<file path="config.mk">
export PLATFORM = sky130hd
export DESIGN_NAME = uart_tx_serializer
export DESIGN_NICKNAME = d
export VERILOG_FILES = /design/src/rtl/uart_tx_serializer.sv
export SDC_FILE = /design/constraint.sdc
export NUM_CORES = 1
export LEC_CHECK = 0
export BUFFER_PORTS_ARGS = -buffer_cell sky130_fd_sc_hd__buf_4
export CORE_MARGIN = 8
export CORE_UTILIZATION = 46
export DETAILED_ROUTE_END_ITERATION = 8
export GPL_ROUTABILITY_DRIVEN = 0
export PLACE_DENSITY = 0.64
export SYNTH_ARGS = -nofsm -noshare
export SYNTH_HDL_FRONTEND = slang
export SYNTH_SLANG_ARGS = --single-unit
</file>
<file path="constraint.sdc">
create_clock -name clk -period 5.95 [get_ports clk]
set_clock_uncertainty 0.15 [all_clocks]
set_input_delay 1.4875 -clock clk [delete_from_list [all_inputs] [get_ports clk]]
set_output_delay 1.4875 -clock clk [all_outputs]
set_load 0.1 [all_outputs]
</file>
<file path="src/rtl/uart_tx_serializer.sv">
// Purpose: serialises one byte per tx_dv into a UART frame (start, 8 data LSB-first, optional parity, 1-2 stop bits).
// Latency: start bit on the line the cycle after the accepting edge; tx_done pulses one cycle after the last stop bit.
// Backpressure: tx_dv is honoured only in IDLE; requests during a frame or CLEANUP are dropped, never queued.
module uart_tx_serializer #(
    parameter int CLKS_PER_BIT = 434,
    parameter int PARITY_EN    = 0,
    parameter int PARITY_ODD   = 0,
    parameter int STOP_BITS    = 1
) (
    input  logic       clk,
    input  logic       reset,
    input  logic       tx_dv,
    input  logic [7:0] tx_byte,
    output logic       tx_serial,
    output logic       tx_active,
    output logic       tx_done
);

    localparam int            CW       = $clog2(CLKS_PER_BIT) + 1;
    localparam logic [CW-1:0] LAST_CLK = CW'(CLKS_PER_BIT - 1);
    localparam logic          LAST_STP = 1'(STOP_BITS - 1);

    typedef enum logic [2:0] {
        S_IDLE,
        S_START,
        S_DATA,
        S_PARITY,
        S_STOP,
        S_CLEANUP
    } state_e;

    state_e        state_q, state_d;
    logic [CW-1:0] clk_cnt_q, clk_cnt_d;
    logic [2:0]    bit_idx_q, bit_idx_d;
    logic          stop_idx_q, stop_idx_d;
    logic [7:0]    byte_q, byte_d;
    logic          serial_q, serial_d;
    logic          active_q, active_d;
    logic          done_q, done_d;

    logic          bit_end;
    logic          parity_bit;
    logic [2:0]    bit_idx_nxt;

    assign bit_end     = (clk_cnt_q == LAST_CLK);
    assign parity_bit  = (^byte_q) ^ (PARITY_ODD != 0);
    assign bit_idx_nxt = bit_idx_q + 3'd1;

    // Next-state logic; line/active/done are computed for the coming cycle so they leave as flops.
    always_comb begin
        state_d    = state_q;
        clk_cnt_d  = clk_cnt_q;
        bit_idx_d  = bit_idx_q;
        stop_idx_d = stop_idx_q;
        byte_d     = byte_q;
        serial_d   = 1'b1;
        active_d   = 1'b0;
        done_d     = 1'b0;

        unique case (state_q)
            S_IDLE: begin
                if (tx_dv) begin
                    byte_d    = tx_byte;
                    clk_cnt_d = '0;
                    state_d   = S_START;
                    serial_d  = 1'b0;
                    active_d  = 1'b1;
                end
            end
            S_START: begin
                active_d = 1'b1;
                serial_d = 1'b0;
                if (bit_end) begin
                    clk_cnt_d = '0;
                    bit_idx_d = 3'd0;
                    state_d   = S_DATA;
                    serial_d  = byte_q[0];
                end else begin
                    clk_cnt_d = clk_cnt_q + 1'b1;
                end
            end
            S_DATA: begin
                active_d = 1'b1;
                serial_d = byte_q[bit_idx_q];
                if (bit_end) begin
                    clk_cnt_d = '0;
                    bit_idx_d = bit_idx_nxt;
                    if (bit_idx_q == 3'd7) begin
                        stop_idx_d = 1'b0;
                        if (PARITY_EN != 0) begin
                            state_d  = S_PARITY;
                            serial_d = parity_bit;
                        end else begin
                            state_d  = S_STOP;
                            serial_d = 1'b1;
                        end
                    end else begin
                        serial_d = byte_q[bit_idx_nxt];
                    end
                end else begin
                    clk_cnt_d = clk_cnt_q + 1'b1;
                end
            end
            S_PARITY: begin
                active_d = 1'b1;
                serial_d = parity_bit;
                if (bit_end) begin
                    clk_cnt_d  = '0;
                    stop_idx_d = 1'b0;
                    state_d    = S_STOP;
                    serial_d   = 1'b1;
                end else begin
                    clk_cnt_d = clk_cnt_q + 1'b1;
                end
            end
            S_STOP: begin
                active_d = 1'b1;
                if (bit_end) begin
                    clk_cnt_d = '0;
                    if (stop_idx_q == LAST_STP) begin
                        state_d  = S_CLEANUP;
                        active_d = 1'b0;
                        done_d   = 1'b1;
                    end else begin
                        stop_idx_d = stop_idx_q + 1'b1;
                    end
                end else begin
                    clk_cnt_d = clk_cnt_q + 1'b1;
                end
            end
            S_CLEANUP: begin
                state_d = S_IDLE;
            end
            default: begin
                state_d = S_IDLE;
            end
        endcase
    end

    // State and output registers; reset forces the line idle-high immediately.
    always_ff @(posedge clk or posedge reset) begin
        if (reset) begin
            state_q    <= S_IDLE;
            clk_cnt_q  <= '0;
            bit_idx_q  <= 3'd0;
            stop_idx_q <= 1'b0;
            byte_q     <= 8'h00;
            serial_q   <= 1'b1;
            active_q   <= 1'b0;
            done_q     <= 1'b0;
        end else begin
            state_q    <= state_d;
            clk_cnt_q  <= clk_cnt_d;
            bit_idx_q  <= bit_idx_d;
            stop_idx_q <= stop_idx_d;
            byte_q     <= byte_d;
            serial_q   <= serial_d;
            active_q   <= active_d;
            done_q     <= done_d;
        end
    end

    assign tx_serial = serial_q;
    assign tx_active = active_q;
    assign tx_done   = done_q;

endmodule

</file>
==> flow_summary.toml <==
[outcome]
outcome = "finished clean"

[setup_path]
r2r_slack_ns = 3.35
arrival_ns = 1.14
cp.buffers_inverters = 1
path_max_fanout = 1
cp-end-kind = "output port"
critical_path.slowest_cell = "dfstp_2"
cp_cell_sequence = "buf_4"
worstRegToRegCells = 7
cp.required_ns = 4.31
timing.rr.start = "clk_cnt_q[1]"
startpoint_type = "register"
r2r_end = "clk_cnt_q[8]"
cpPeakStageDelay_ns = 0.54
worst-setup-path-type = "reg2out"
path_delay_family = "flip-flops"

[clocking]
cts_buffers = 3
cts_hold_buf = 0
clock_path_buffers = 2
post-cts-setup-buffer-count = 0
root_buffer = "clkbuf_4"
cts_tree = "built"
cts_resized = 0
clk_pin_slew_ns = 0.14
htreeDepth = 1
cts.sinks = 27
clock_latency_ns = 0.32

[pwr]
leakagePower_uw = 0.000714
ir_worst_vdd_v = 0.000168
power_frac_clock = 0.135
switching_share = 0.378
seqPwrFrac = 0.470
p_per_area_nw_per_um2 = 342
p_int_uw = 363
pwr-share-comb = 0.395
p_switching_uw = 220

[sta]
fmax_mhz = 360
slew_violations = 0
slew_headroom = 0.349
setup_violations = 0
period_minus_slack_ns = 2.78
min_period_over_period = 0.466
timing.setup.tns_ns = 0
rsz0062_at_grt = "no"
finalHoldViolCount = 0
worst_pin_slew_ns = 0.975

[yosys]
yosys_most_used_dff = "dfrtp_1"
avgSynthCellArea_um2 = 10.6
seq_area_frac_synth = 0.436
syn_area_um2 = 1550
netlist-cell-type-count = 39
synthArstFlopShare = 1.00
synth_edf_count = 0
ys_seq_elements = 27
syn_nets = 162
yosys_warnings = 0
synth_cells = 147

[detailed_routing]
postRouteAntennaNets = 0
viasPerCell = 5.47
remaining_drc_errors = 0
drtIter0Drc = 127
num_vias = 1110
wire_per_inst_um = 14.2
wl_um = 2880
drtPass1Iterations = 4

[grt]
antenna_found_initial = 0
grt.total_usage = 0.118
grtUsageMet2 = 0.180
grt_busiest_layer = "met2"
grt_pass1_vias = 1123
grt_pass1_wl_um = 5110
grt_max_degree = 28
met1_usage = 0.157
use_met3 = 0.0256
grt_overflow = 0

[floorplanning]
start_util = 0.473
coreArea_um2 = 3280
dieArea_um2 = 5490
core.rowCount = 21
die_x_um = 74.1
die_h_um = 74.1
pin_count = 14

[placement]
dpl.hpwl_um = 2150
placed_area_um2 = 1680
numPortBuffers = 13

[job]
maxCapViolations = 0

[hold_path]
hold_class = "reg2reg"
whs_path_depth = 1
min_to = "clk_cnt_q[7]"
holdCritStartpoint = "clk_cnt_q[7]"

[cells_and_area]
final_cell_mix = "dfrtp_1, nor2_1, buf_4"
fin_area_um2 = 1710
antenna_cells = 0
drive_gt1_frac = 0.223
final_net_count = 173
multi_input_area_um2 = 833
fillers = 318
final_common_cell = "dfrtp_1"
synthToLayoutAreaGrowth_pct = 9.91
seqCellArea_um2 = 677
logic make-up (layout without fill, tap and decap cells):
logic type | count (synthesis) | in the layout | synth area share
AOI/OAI and AO/OA | 24 | 24 | 0.111
buffers and inverters | 11 | 21 | 0.0274
and+or+nand+nor | 50 | 50 | 0.178
DFF | 27 | 27 | 0.436
muxes | 18 | 18 | 0.142
xor gates and xnor gates | 13 | 13 | 0.0733
adders and majority gates | 4 | 4 | 0.0322
cell usage after synthesis, types with 2 or more instances:
master	count	area [um2]
a21oi_1	2	10.0
a22o_1	5	43.8
and3_1	4	25.0
clkbuf_1	6	22.5
dfrtp_1	26	651
ha_1	4	50.1
inv_1	4	15.0
mux2_2	12	135
mux2i_1	4	40.0
mux4_2	2	45.0
nand2_1	11	41.3
nand3_1	4	20.0
nand3b_1	3	22.5
nor2_1	13	48.8
nor3_1	4	20.0
nor3b_1	2	15.0
o21ai_0	7	35.0
or3_1	2	12.5
xnor2_1	10	87.6
xor2_1	3	26.3
routing by layer:
layer | routed length, um | vias to the layer above
met3 | 111 | 4
met2 | 1240 | 20
li1 | - | 553
met4 | 43 | 0
met5 | 0 | -
met1 | 1480 | 533
state kept, by name, indices dropped and copies added, names as in the netlist:
register   cells
bit_idx_q      3
byte_q         8
tx_done        1
tx_serial      1
clk_cnt_q     10
tx_active      1
state_q        3
layout make-up:
cell class | count | area share
well taps | 46 | 0.0337
repair buffers | 13 | 0.0572
inverters | 4 | 0.00880
flip-flops and latches | 27 | 0.397
multi-input cells | 109 | 0.488
clock buffers | 4 | 0.0154
how the worst max path moves through the flow:
stage | depth (start not counted) | start | end
CTS | 1 | tx_serial | tx_serial
floorplan | 2 | tx_dv | byte_q[0]
finish | 1 | tx_serial | tx_serial
global route | 1 | tx_serial | tx_serial
detailed placement | 3 | tx_dv | byte_q[3]
global placement | 3 | tx_dv | byte_q[7]
power by group through the flow:
stage          Clock [uW]  Sequential (uW)  Combinational, uW
2_1_floorplan           0              280                180
3_3_place_gp            0              273                227
3_5_place_dp            0              277                234
4_1_cts              81.1              273                234
5_1_grt              91.7              282                255
6_report             78.7              274                230
per-stage QoR:
stage | hold slack [ns] | worst slack (ns) | util | std cells | total power [uW]
global placement | 0.371 | 2.96 | 0.512 | 199 | 499
CTS | 0.394 | 3.17 | 0.520 | 203 | 588
floorplan | 0.341 | 3.26 | - | 147 | 460
detailed placement | 0.372 | 2.91 | 0.512 | 199 | 511
global route | 0.432 | 3.12 | 0.520 | 203 | 629
finish | 0.392 | 3.17 | 0.520 | 203 | 583
Power figures use the tool's default switching activity.
